--- src/rtl/pc_source_if.sv ---
// Bus bundle between the multicycle control/datapath and the PC source unit.
// The control side drives the master modport; the PC unit sits on the slave modport.
interface pc_source_if #(
   parameter int unsigned WIDTH      = 32,
   parameter int unsigned NSRC       = 5,
   parameter int unsigned SEL_W      = 3,
   parameter int unsigned EXC_CODE_W = 2
);
   logic [NSRC*WIDTH-1:0]  src_in;
   logic [SEL_W-1:0]       sel;
   logic                   pc_write;
   logic                   pc_write_cond;
   logic                   cond_true;
   logic                   exc_req;
   logic [EXC_CODE_W-1:0]  exc_code;
   logic                   eret;
   logic [WIDTH-1:0]       pc_out;
   logic [WIDTH-1:0]       epc_out;
   logic [WIDTH-1:0]       pc_next;
   logic                   in_exc;
   logic                   sel_err;
   logic                   sel_err_sticky;
   logic                   exc_drop;

   modport master (
      output src_in, sel, pc_write, pc_write_cond, cond_true, exc_req, exc_code, eret,
      input  pc_out, epc_out, pc_next, in_exc, sel_err, sel_err_sticky, exc_drop
   );

   modport slave (
      input  src_in, sel, pc_write, pc_write_cond, cond_true, exc_req, exc_code, eret,
      output pc_out, epc_out, pc_next, in_exc, sel_err, sel_err_sticky, exc_drop
   );
endinterface

--- src/rtl/pc_source_unit.sv ---
// Program-counter source select and update unit: holds PC/EPC, applies the
// write enables and sequences exception entry/return through a RUN/EXC machine.
module pc_source_unit #(
   parameter int unsigned     WIDTH      = 32,
   parameter int unsigned     NSRC       = 5,
   parameter int unsigned     SEL_W      = 3,
   parameter logic [WIDTH-1:0] RESET_PC  = '0,
   parameter logic [WIDTH-1:0] EXC_BASE  = WIDTH'(32'h0000_00FC),
   parameter int unsigned     EXC_CODE_W = 2,
   parameter int unsigned     INST_BYTES = 4
) (
   input  logic        clk,
   input  logic        reset_n,
   pc_source_if.slave  bus
);

   localparam logic [0:0] ST_RUN = 1'b0;
   localparam logic [0:0] ST_EXC = 1'b1;

   logic [0:0]       state_q, state_d;
   logic [WIDTH-1:0] pc_q, pc_d;
   logic [WIDTH-1:0] epc_q, epc_d;
   logic             sel_err_q, sel_err_d;
   logic             sticky_q, sticky_d;
   logic             exc_drop_q, exc_drop_d;

   logic             ld;
   logic             sel_ok;
   logic [WIDTH-1:0] src_sel;

   assign ld = bus.pc_write | (bus.pc_write_cond & bus.cond_true);

   // Source mux; an out-of-range select simply matches no candidate.
   always_comb begin
      sel_ok  = 1'b0;
      src_sel = '0;
      for (int unsigned k = 0; k < NSRC; k++) begin
         if (bus.sel == SEL_W'(k)) begin
            sel_ok  = 1'b1;
            src_sel = bus.src_in[k*WIDTH +: WIDTH];
         end
      end
   end

   // Next-state logic; priority is exception entry > eret > load > hold.
   always_comb begin
      state_d    = state_q;
      pc_d       = pc_q;
      epc_d      = epc_q;
      sel_err_d  = 1'b0;
      exc_drop_d = 1'b0;

      case (state_q)
         ST_RUN: begin
            if (bus.exc_req) begin
               epc_d   = pc_q - WIDTH'(INST_BYTES);
               pc_d    = EXC_BASE + WIDTH'(bus.exc_code) * WIDTH'(INST_BYTES);
               state_d = ST_EXC;
            end else if (ld) begin
               if (sel_ok) pc_d = src_sel;
               else        sel_err_d = 1'b1;
            end
         end
         default: begin
            exc_drop_d = bus.exc_req;
            if (bus.eret) begin
               pc_d    = epc_q;
               state_d = ST_RUN;
            end else if (ld) begin
               if (sel_ok) pc_d = src_sel;
               else        sel_err_d = 1'b1;
            end
         end
      endcase

      sticky_d = sticky_q | sel_err_d;
   end

   always_ff @(posedge clk or negedge reset_n) begin
      if (!reset_n) begin
         state_q    <= ST_RUN;
         pc_q       <= RESET_PC;
         epc_q      <= '0;
         sel_err_q  <= 1'b0;
         sticky_q   <= 1'b0;
         exc_drop_q <= 1'b0;
      end else begin
         state_q    <= state_d;
         pc_q       <= pc_d;
         epc_q      <= epc_d;
         sel_err_q  <= sel_err_d;
         sticky_q   <= sticky_d;
         exc_drop_q <= exc_drop_d;
      end
   end

   assign bus.pc_out         = pc_q;
   assign bus.epc_out        = epc_q;
   assign bus.pc_next        = pc_d;
   assign bus.in_exc         = (state_q == ST_EXC);
   assign bus.sel_err        = sel_err_q;
   assign bus.sel_err_sticky = sticky_q;
   assign bus.exc_drop       = exc_drop_q;

endmodule
--- src/flat_wrapper.sv ---
// flat-port wrapper written by rule: the top's interface ports become plain ports
module pc_source_unit_flat 
#(
   parameter int unsigned     WIDTH      = 32,
   parameter int unsigned     NSRC       = 5,
   parameter int unsigned     SEL_W      = 3,
   parameter logic [WIDTH-1:0] RESET_PC  = '0,
   parameter logic [WIDTH-1:0] EXC_BASE  = WIDTH'(32'h0000_00FC),
   parameter int unsigned     EXC_CODE_W = 2,
   parameter int unsigned     INST_BYTES = 4
)
  (clk, reset_n, bus_src_in, bus_sel, bus_pc_write, bus_pc_write_cond, bus_cond_true, bus_exc_req, bus_exc_code, bus_eret, bus_pc_out, bus_epc_out, bus_pc_next, bus_in_exc, bus_sel_err, bus_sel_err_sticky, bus_exc_drop);
  pc_source_if #(.WIDTH(WIDTH), .NSRC(NSRC), .SEL_W(SEL_W), .EXC_CODE_W(EXC_CODE_W)) bus_i ();
  input  logic clk;
  input  logic reset_n;
  input wire logic [$bits(bus_i.src_in)-1:0] bus_src_in;
  input wire logic [$bits(bus_i.sel)-1:0] bus_sel;
  input wire logic [$bits(bus_i.pc_write)-1:0] bus_pc_write;
  input wire logic [$bits(bus_i.pc_write_cond)-1:0] bus_pc_write_cond;
  input wire logic [$bits(bus_i.cond_true)-1:0] bus_cond_true;
  input wire logic [$bits(bus_i.exc_req)-1:0] bus_exc_req;
  input wire logic [$bits(bus_i.exc_code)-1:0] bus_exc_code;
  input wire logic [$bits(bus_i.eret)-1:0] bus_eret;
  output wire logic [$bits(bus_i.pc_out)-1:0] bus_pc_out;
  output wire logic [$bits(bus_i.epc_out)-1:0] bus_epc_out;
  output wire logic [$bits(bus_i.pc_next)-1:0] bus_pc_next;
  output wire logic [$bits(bus_i.in_exc)-1:0] bus_in_exc;
  output wire logic [$bits(bus_i.sel_err)-1:0] bus_sel_err;
  output wire logic [$bits(bus_i.sel_err_sticky)-1:0] bus_sel_err_sticky;
  output wire logic [$bits(bus_i.exc_drop)-1:0] bus_exc_drop;
  assign bus_i.src_in = bus_src_in;
  assign bus_i.sel = bus_sel;
  assign bus_i.pc_write = bus_pc_write;
  assign bus_i.pc_write_cond = bus_pc_write_cond;
  assign bus_i.cond_true = bus_cond_true;
  assign bus_i.exc_req = bus_exc_req;
  assign bus_i.exc_code = bus_exc_code;
  assign bus_i.eret = bus_eret;
  assign bus_pc_out = bus_i.pc_out;
  assign bus_epc_out = bus_i.epc_out;
  assign bus_pc_next = bus_i.pc_next;
  assign bus_in_exc = bus_i.in_exc;
  assign bus_sel_err = bus_i.sel_err;
  assign bus_sel_err_sticky = bus_i.sel_err_sticky;
  assign bus_exc_drop = bus_i.exc_drop;
  pc_source_unit #(.WIDTH(WIDTH), .NSRC(NSRC), .SEL_W(SEL_W), .RESET_PC(RESET_PC), .EXC_BASE(EXC_BASE), .EXC_CODE_W(EXC_CODE_W), .INST_BYTES(INST_BYTES)) u_core (.clk(clk), .reset_n(reset_n), .bus(bus_i));
endmodule
--- config.mk ---
export PLATFORM = sky130hd
export DESIGN_NAME = pc_source_unit_flat
export DESIGN_NICKNAME = d
export VERILOG_FILES = /design/src/rtl/pc_source_if.sv /design/src/rtl/pc_source_unit.sv /design/src/flat_wrapper.sv
export SDC_FILE = /design/constraint.sdc
export NUM_CORES = 1
export LEC_CHECK = 0
export ABC_CLOCK_PERIOD_IN_PS = 3100
export CAP_MARGIN = 20
export CORE_UTILIZATION = 35
export CTS_BUF_LIST = sky130_fd_sc_hd__clkbuf_2 sky130_fd_sc_hd__clkbuf_4 sky130_fd_sc_hd__clkbuf_8
export CTS_CLUSTER_DIAMETER = 60
export CTS_CLUSTER_SIZE = 10
export DETAILED_ROUTE_END_ITERATION = 10
export GPL_TIMING_DRIVEN = 0
export PLACE_DENSITY_LB_ADDON = 0.3
export SYNTH_ARGS = -nofsm -noshare
export SYNTH_HDL_FRONTEND = slang
export SYNTH_SLANG_ARGS = --single-unit
--- constraint.sdc ---
create_clock -name clk -period 3.1 [get_ports clk]
set_input_delay 0.775 -clock clk [delete_from_list [all_inputs] [get_ports clk]]
set_output_delay 0.775 -clock clk [all_outputs]
set_load 0.005 [all_outputs]
==> flow_summary.json, run 1 <==
{
  "cts.path.max_buffers": 2,
  "fp.dieArea_sq_um": 13450,
  "synthFlopType": "dfrtp_1",
  "place_congestion": 0.9126,
  "async_flop_share_pct": 100.0,
  "antenna_left": 0,
  "final_cells": 990,
  "grt_use_total_pct": 30.12,
  "crit_type": "in -> out",
  "report.final.setup_viol": 2,
  "placed_area_sq_um": 7467,
  "fin_ws_ns": -0.04009,
  "path_cells": "dlygate4sd2_1, a21oi_4, buf_6, nand2b_4, buf_8, nor3_4, o41ai_4, buf_2",
  "yosys_register_bits": 68,
  "tightest_slew_ns": 0.8969,
  "min_period_ns": 3.140,
  "insertion_delay_ns": 0.35,
  "clkSlewWorstSetupHoldPaths_ns": 0.08,
  "run_status": "finished, violations left",
  "final-max-slew-violation-count": 0,
  "dp_hpwl_microns": 15630,
  "grt_first_pass_wirelength_microns": 30440,
  "wire_per_inst_microns": 21.72,
  "post-place-ws_ns": -1.475,
  "grt_pass1_vias": 5652,
  "start_util_pct": 36.03,
  "ys_warn_count": 0,
  "post-route-period-util_pct": 101.3,
  "whs_ns": 0.4834,
  "die_w_microns": 116.0,
  "fin_worst_skew_ns": 0.01270,
  "synth_seq_area_share_pct": 37.42,
  "required_ns": 2.32,
  "numClockSinks": 68,
  "syn2layout_area_growth_pct": 88.61,
  "final_common_cell": "clkdlybuf4s50_1",
  "final_cell_area_sq_um": 8576,
  "vdd_drop_max_v": 0.0002733,
  "antenna_found_initial": 0,
  "power.density_nw_per_um2": 512.0,
  "die_y_microns": 116.0,
  "max_freq_ghz": 0.3185,
  "crit_fanout": 8,
  "dp_cells": 958,
  "worstSetupEndpointType": "primary output",
  "cts_hold_buf": 0,
  "r2r-start": "u_core.bus.pc_out[2]",
  "cts-htree-levels": 3,
  "io-pin-count": 272,
  "crit_start": "bus_pc_write",
  "cp_top_family": "buffers and inverters",
  "drtIter0Drc": 458,
  "critical-path-max-stage-delay_ns": 0.39,
  "hold_start": "u_core.bus.sel_err_sticky",
  "tns_ns": -0.04309,
  "numCtsBuffers": 9,
  "synthCells": 516,
  "ys_types": 50,
  "final_cell_mix": "226 x clkdlybuf4s50_1, 68 x dfrtp_1, 49 x nand2_1, 37 x nor2_1, 30 x o21ai_0",
  "port_buffers": 270,
  "vias": 5662,
  "crit_buf_inv": 4,
  "critical-path-slowest-cell": "o41ai_4",
  "syn_area_per_cell_sq_um": 8.812,
  "drive_gt1_share_pct": 20.90,
  "syn_area_sq_um": 4547,
  "grt_setup_unrepaired": "true",
  "vias_per_cell": 5.719,
  "start_kind": "primary input",
  "fp-row-count": 41,
  "hold_viol_final": 0,
  "core_sq_um": 12620,
  "route.detailed.drc": 0,
  "hold_class": "reg -> reg",
  "nets": 987,
  "violations": "negative setup slack",
  "diodes": 0,
  "cts_tree": "yes",
  "root_buffer": "clkbuf_8",
  "max_slew_margin_pct": 40.21,
  "grt.overflow.total": 0,
  "drt_first_pass_iters": 5,
  "syn_nets": 690,
  "drv_cap": 0,
  "wirelength_microns": 21510,
  "arrival_ns": 2.37,
  "p_leak_uw": 0.003434,
  "synth-edff-count": 0,
  "grt_max_degree": 69
}
[timing repair]
action | in CTS | in global routing
pin swaps | 21 | 14
cloned | 2 | 0
endpoints found under the hold margin | 0 | 0
buffers inserted | 9 | 9
gates resized for setup | 283 | 36
setup endpoints to repair | 32 | 29
[per-stage QoR]
stage,total power (uW),util [%]
final,4391,67.96
after detailed placement,3477,59.17
after global placement,3439,59.19
after floorplan,2127,-
after CTS,4311,66.47
after global routing,4613,67.96
[routing by layer]
layer / track usage [%] / vias up / routed length (microns)
met5: 0 / - / 0
met4: 12.74 / 0 / 644
met3: 4.289 / 52 / 1761
met2: 53.93 / 300 / 10910
met1: 35.99 / 2734 / 8184
li1: - / 2576 / -
[sequential cells by signal, indices dropped and copies added (netlist names)]
signal,cells
u_core.bus.epc_out,32
u_core.bus.exc_drop,1
u_core.bus.in_exc,1
u_core.bus.pc_out,32
u_core.bus.sel_err,1
u_core.bus.sel_err_sticky,1
[cell families (layout without fill, tap and decap cells)]
kind of cell             Yosys count  count (layout)  synth area share [%]
AND/OR/NAND/NOR                  166             166                 18.57
buffers and inverters             54             356                 4.623
flip-flops                        68              68                 37.42
AO/OA/AOI/OAI                    182             182                 29.09
XOR/XNOR                          12              12                 2.311
multiplexers                      32              32                 7.430
adder cells (fa/ha/maj)            2               2                0.5503
[worst reg2reg max path, delay by kind of cell, from the launching register on]
kind                       cells  cell delay [ns]
DFF                            1             0.47
buffers and inverters          2             0.40
adders and majority gates      1             0.18
and+or+nand+nor                3             1.18
AOI/OAI and AO/OA              1             0.19
[cell usage after synthesis (3+ instances only)]
cell type	count	area, sq um
a221o_1	4	40.04
nand3_1	3	15.01
nor2_1	39	146.4
nor3_1	17	85.08
nand3b_1	9	67.56
nor4_1	3	18.77
or4_1	9	67.56
a2111oi_0	13	113.9
a22o_1	4	35.03
or2_2	4	25.02
mux2_2	4	45.04
o21ai_0	49	245.2
o211a_1	12	120.1
inv_1	5	18.77
a22oi_1	15	112.6
a31oi_1	15	93.84
or3_1	7	43.79
and2_1	4	25.02
xor2_1	8	70.07
xnor2_1	4	35.03
clkbuf_1	41	153.9
o31ai_1	9	67.56
nand4_1	5	31.28
o2bb2ai_1	13	113.9
a21oi_1	8	40.04
nand2_1	50	187.7
mux2i_1	27	270.3
o41ai_1	14	122.6
buf_2	6	30.03
o21a_1	4	30.03
a2bb2oi_1	14	122.6
nor2b_1	3	18.77
dfrtp_1	68	1702
nand2b_1	3	18.77
[final timing paths]
kind                                              to  slack (ns)  cells past startpoint
min                        u_core.bus.sel_err_sticky        0.48                      1
min reg2reg                u_core.bus.sel_err_sticky        0.48                      1
max reg2reg                   u_core.bus.epc_out[22]        0.59                      7
max                                  bus_pc_next[13]       -0.04                      8
min in group asynchronous       u_core.bus.pc_out[8]        0.55                      1
max in group asynchronous      u_core.bus.pc_out[10]        1.96                      1
[layout make-up]
class	count	area, sq um
buffer	45	449.2
clock buffer	12	152.6
clock inverter	4	25.02
fill	1013	4044
inverter	5	18.77
multi-input combinational	394	3239
sequential	68	1702
tap	172	215.2
timing repair buffer	290	2774
[where the power goes]
part	total [uW]	internal, uW	switching (uW)
logic	2150	1260	898
registers	1550	1160	393
clock network	684	328	356
Note: power is estimated with default switching activity, not from simulation.
==> run 2: changes to the inputs <==
--- a/config.mk
+++ b/config.mk
@@ -14,6 +14,7 @@
 export DETAILED_ROUTE_END_ITERATION = 10
 export GPL_TIMING_DRIVEN = 0
 export PLACE_DENSITY_LB_ADDON = 0.3
+export SLEW_MARGIN = 5
 export SYNTH_ARGS = -nofsm -noshare
 export SYNTH_HDL_FRONTEND = slang
 export SYNTH_SLANG_ARGS = --single-unit
==> run 2 against run 1 <==
- the run now ends clean
- total power rose by 4.2%
- via count fell by 0.41%
- flip-flop and latch count did not move
- hold slack got worse by 0.22 ns
- combinational power barely moved
- critical path depth fell by 2
- clock-buffer cell count did not move
==> flow_summary.json, run 2 (synthesis results as in run 1) <==
{
  "vdd_drop_max_v": 0.0003111,
  "power_uw": 4577,
  "place_congestion": 0.9126,
  "crit_fanout": 2,
  "report.final.setup_viol": 0,
  "max_slew_margin_pct": 60.62,
  "fin_ws_ns": 0.03496,
  "crit_type": "in -> out",
  "r2r-start": "u_core.bus.pc_out[2]",
  "final_cell_mix": "226 x clkdlybuf4s50_1, 68 x dfrtp_1, 49 x nand2_1, 37 x nor2_1, 34 x o21ai_0",
  "port_buffers": 270,
  "fp-row-count": 41,
  "tightest_slew_ns": 0.5858,
  "required_ns": 2.32,
  "start_kind": "primary input",
  "dp_hpwl_microns": 15720,
  "grt_first_pass_wirelength_microns": 31130,
  "dp_cells": 959,
  "power.density_nw_per_um2": 526.9,
  "antenna_left": 0,
  "numCtsBuffers": 9,
  "io-pin-count": 272,
  "drv_cap": 0,
  "p_leak_uw": 0.003471,
  "worstSetupEndpointType": "primary output",
  "root_buffer": "clkbuf_8",
  "drive_gt1_share_pct": 22.34,
  "final-max-slew-violation-count": 0,
  "drt_first_pass_iters": 5,
  "arrival_ns": 2.29,
  "cts_hold_buf": 0,
  "grt_setup_unrepaired": "true",
  "cts_tree": "yes",
  "run_status": "completed",
  "start_util_pct": 36.03,
  "busiest_layer": "met2",
  "numClockSinks": 68,
  "grt_use_total_pct": 31.16,
  "syn2layout_area_growth_pct": 91.06,
  "vias_per_cell": 5.684,
  "insertion_delay_ns": 0.36,
  "die_y_microns": 116.0,
  "post-place-ws_ns": -1.493,
  "min_period_ns": 3.065,
  "route.detailed.drc": 0,
  "final_cell_area_sq_um": 8687,
  "grt.overflow.total": 0,
  "antenna_found_initial": 1,
  "fin_worst_skew_ns": 0.01503,
  "max_freq_ghz": 0.3263,
  "post-route-period-util_pct": 98.87,
  "met1_usage_pct": 36.73,
  "clkSlewWorstSetupHoldPaths_ns": 0.08,
  "vias": 5639,
  "hold_viol_final": 0,
  "placed_area_sq_um": 7495,
  "hold_class": "in -> async",
  "nets": 988,
  "die_w_microns": 116.0,
  "grt_use_met2_pct": 54.80,
  "cts.path.max_buffers": 2,
  "core_sq_um": 12620,
  "wirelength_microns": 21560,
  "met3_usage_pct": 5.439,
  "final_common_cell": "clkdlybuf4s50_1",
  "fp.dieArea_sq_um": 13450,
  "grt_pass1_vias": 5755,
  "wire_per_inst_microns": 21.74,
  "grt_max_degree": 57,
  "drtIter0Drc": 494,
  "final_cells": 992,
  "cts-htree-levels": 3,
  "crit_start": "bus_src_in[53]"
}
==> run 2: cell count changes in the layout (fill, tap and decap cells not counted), moves of 3 or more <==
cell	previous run	this run
o21ai_1	13	5
o21ai_0	30	34
nor3_2	7	10
o21ai_2	6	10
clkbuf_8	23	20
==> run 2: timing repair <==
item	4_1_cts	5_1_grt
endpoints found under the setup margin	32	32
buffers inserted	11	9
gates cloned	1	0
resized for setup	284	45
pin swaps	22	21
==> run 2: layout make-up <==
| cell class | instances | area (sq um) |
|---|---|---|
| Sequential cell | 68 | 1702 |
| Clock inverter | 4 | 72.57 |
| Tap cell | 172 | 215.2 |
| Clock buffer | 12 | 152.6 |
| Multi-Input combinational cell | 394 | 3274 |
| Fill cell | 976 | 3933 |
| Timing Repair Buffer | 292 | 2799 |
| Antenna cell | 1 | 2.502 |
| Inverter | 5 | 18.77 |
| Buffer | 44 | 450.4 |
==> run 2: worst max-delay path: stages <==
cell	delay, ns
clkdlybuf4s50_1	0.48
mux2i_1	0.10
o2bb2ai_1	0.30
a2111oi_4	0.11
o41ai_4	0.34
buf_2	0.18
==> run 2: routing by layer <==
layer,vias to the layer above,routed length [microns]
li1,2581,-
met1,2740,8678
met2,279,10960
met3,39,1425
met4,0,497
met5,-,0
==> run 2: final timing paths <==
| path | endpoint | slack, ns | cells past startpoint |
|---|---|---|---|
| setup / recovery | bus_pc_next[21] | 0.03 | 6 |
| hold / removal | u_core.bus.in_exc | 0.27 | 1 |
| setup reg to reg | u_core.bus.epc_out[20] | 0.55 | 7 |
| hold reg to reg | u_core.bus.epc_out[0] | 0.51 | 2 |
| max in group asynchronous | u_core.bus.pc_out[16] | 2.28 | 2 |
| min in group clk | u_core.bus.epc_out[0] | 0.51 | 2 |
==> run 2: power by group <==
part | switching (uW) | leakage (uW) | internal [uW]
Combinational | 905 | 0.00253 | 1260
Sequential | 394 | 0.000825 | 1160
Clock | 363 | 0.000113 | 492
==> run 2: metrics by stage <==
step	util [%]	setup TNS [ns]	hold WS (ns)
after floorplan	-	0	0.4650
after global placement	59.19	-122.06	0.4539
after detailed placement	59.39	-48.19	0.4631
after CTS	67.59	0	0.2631
after global routing	68.84	-0.01831	0.2595
final	68.84	0	0.2671
==> run 3: changes to the inputs <==
--- a/config.mk
+++ b/config.mk
@@ -13,7 +13,7 @@
 export CTS_CLUSTER_SIZE = 10
 export DETAILED_ROUTE_END_ITERATION = 10
 export GPL_TIMING_DRIVEN = 0
-export PLACE_DENSITY_LB_ADDON = 0.3
+export PLACE_DENSITY = 0.9
 export SLEW_MARGIN = 5
 export SYNTH_ARGS = -nofsm -noshare
 export SYNTH_HDL_FRONTEND = slang
==> run 3 against run 2 <==
- final cell count grew 0.71%
- largest cell class is now buffers
- sequential share of layout area shrank 0.26 points
- core utilization increased by 0.92 points
- the run now ends with negative setup slack left
==> flow_summary.json, run 3 (synthesis results as in run 1) <==
{
  "vias": 5881,
  "fp.dieArea_sq_um": 13450,
  "grt_max_degree": 40,
  "final_common_cell": "clkdlybuf4s50_1",
  "insertion_delay_ns": 0.34,
  "p_switching_uw": 1680,
  "hold_viol_final": 0,
  "post-route-period-util_pct": 102.8,
  "swShare_pct": 37.66,
  "report.final.setup_viol": 5,
  "max_slew_margin_pct": 56.16,
  "crit_fanout": 8,
  "fp-row-count": 41,
  "vias_per_cell": 5.887,
  "antenna_left": 0,
  "combPwrFrac_pct": 50.1,
  "clkSlewWorstSetupHoldPaths_ns": 0.08,
  "multiInputGateArea_sq_um": 3326,
  "antenna_found_initial": 0,
  "grt_setup_unrepaired": "true",
  "regArea_sq_um": 1702,
  "tightest_slew_ns": 0.6576,
  "numCtsBuffers": 9,
  "hold_class": "in -> async",
  "arrival_ns": 2.41,
  "cts_hold_buf": 0,
  "fin_ws_ns": -0.08682,
  "whs_ns": 0.3626,
  "route.detailed.drc": 0,
  "die_y_microns": 116.0,
  "nets": 996,
  "grt_pass1_vias": 5794,
  "cts-htree-levels": 3,
  "cts.path.max_buffers": 2,
  "numClockSinks": 68,
  "worstSetupEndpointType": "primary output",
  "p_seq_share_pct": 34.7,
  "min_period_ns": 3.187,
  "power.density_nw_per_um2": 506.6,
  "grt_use_total_pct": 32.59,
  "diodes": 0,
  "max_freq_ghz": 0.3138,
  "run_status": "finished, violations left",
  "port_buffers": 270,
  "wirelength_microns": 22900,
  "drtIter0Drc": 454,
  "dp_hpwl_microns": 16020,
  "drv_cap": 0,
  "root_buffer": "clkbuf_8",
  "crit_type": "in -> out",
  "vdd_drop_max_v": 0.0002780,
  "start_util_pct": 36.03,
  "start_kind": "primary input",
  "cts_tree": "yes",
  "die_w_microns": 116.0,
  "violations": "negative setup slack",
  "final_cell_mix": "228 x clkdlybuf4s50_1, 68 x dfrtp_1, 50 x nand2_1, 37 x nor2_1, 30 x o21ai_0",
  "place_congestion": 0.8804,
  "drt_first_pass_iters": 5,
  "final_cells": 999,
  "internal_power_uw": 2780,
  "io-pin-count": 272,
  "required_ns": 2.32,
  "core_sq_um": 12620,
  "p_leak_uw": 0.003515,
  "clockPowerShare_pct": 15.2,
  "wire_per_inst_microns": 22.93,
  "fill_cells": 967,
  "dp_cells": 959,
  "fin_worst_skew_ns": 0.02122,
  "final-max-slew-violation-count": 0,
  "grt_first_pass_wirelength_microns": 32580,
  "drive_gt1_share_pct": 23.58,
  "grt.overflow.total": 0,
  "syn2layout_area_growth_pct": 93.62
}
==> run 3: cell count changes in the layout (fill, tap and decap cells not counted), sizes merged <==
cell / previous run / this run
clkbuf: 46 / 57
dlygate4sd2: 19 / 11
clkdlybuf4s15: 2 / 6
bufinv: 2 / 0
clkdlybuf4s50: 226 / 228
buf: 54 / 53
clkinv: 1 / 2
clkinvlp: 1 / 2
diode: 1 / 0
==> run 3: layout make-up <==
| class | instances | share of cell area, % |
|---|---|---|
| clock buffers | 12 | 1.734 |
| inverters | 5 | 0.2132 |
| flip-flops and latches | 68 | 19.33 |
| multi-input cells | 394 | 37.78 |
| plain buffers | 45 | 5.429 |
| clock inverters | 4 | 0.2843 |
| repair buffers | 299 | 32.79 |
| well taps | 172 | 2.445 |
==> run 3: timing repair <==
action | in CTS | in global routing
cloned | 2 | 2
pin swaps | 22 | 23
endpoints found under the setup margin | 32 | 32
buffers inserted | 18 | 6
resized for setup | 277 | 73
==> run 3: final timing paths <==
kind | from | endpoint | slack (ns) | cells past startpoint
max | bus_pc_write_cond | bus_pc_next[9] | -0.09 | 8
min | reset_n | u_core.bus.pc_out[26] | 0.36 | 1
max reg2reg | u_core.bus.pc_out[2] | u_core.bus.epc_out[20] | 0.57 | 7
min reg2reg | u_core.bus.sel_err_sticky | u_core.bus.sel_err_sticky | 0.48 | 1
max in group asynchronous | reset_n | u_core.bus.pc_out[6] | 2.17 | 2
min in group clk | u_core.bus.sel_err_sticky | u_core.bus.sel_err_sticky | 0.48 | 1
==> run 3: layer usage <==
metal / part of all wire, % / vias to the layer above / global-route usage, %
met5: 0 / - / 0
met4: 3.4 / 0 / 14.53
met3: 8.3 / 66 / 7.479
met2: 50 / 348 / 55.60
met1: 38 / 2868 / 39.15
li1: - / 2599 / -
==> run 3: critical path, stage by stage <==
cell             delay [ns]
dlygate4sd2_1          0.26
a21oi_4                0.24
buf_4                  0.16
nand2b_4               0.12
buf_4                  0.18
nor3_1                 0.08
o41ai_2                0.32
clkdlybuf4s15_1        0.27
==> run 3: metrics by stage <==
stage / util [%] / TNS, ns / total power [uW] / setup WS, ns / cell area, sq um
after floorplan: - / 0 / 2127 / 0.02302 / 4552
after detailed placement: 59.33 / -47.76 / 3482 / -1.479 / 7487
after global placement: 59.19 / -123.54 / 3436 / -1.476 / 7470
final: 69.76 / -0.2228 / 4460 / -0.08682 / 8803
after global routing: 69.76 / -0.6965 / 4691 / -0.1347 / 8803
after CTS: 67.67 / -0.2809 / 4358 / -0.09406 / 8539
==> run 3: power groups by stage <==
| stage | Sequential (uW) | Combinational (uW) | Clock (uW) |
|---|---|---|---|
| finish | 1550 | 2230 | 679 |
| global route | 1580 | 2380 | 734 |
| CTS | 1530 | 2130 | 691 |
| detailed placement | 1550 | 1940 | 0 |
| global placement | 1540 | 1890 | 0 |
| floorplan | 1450 | 681 | 0 |
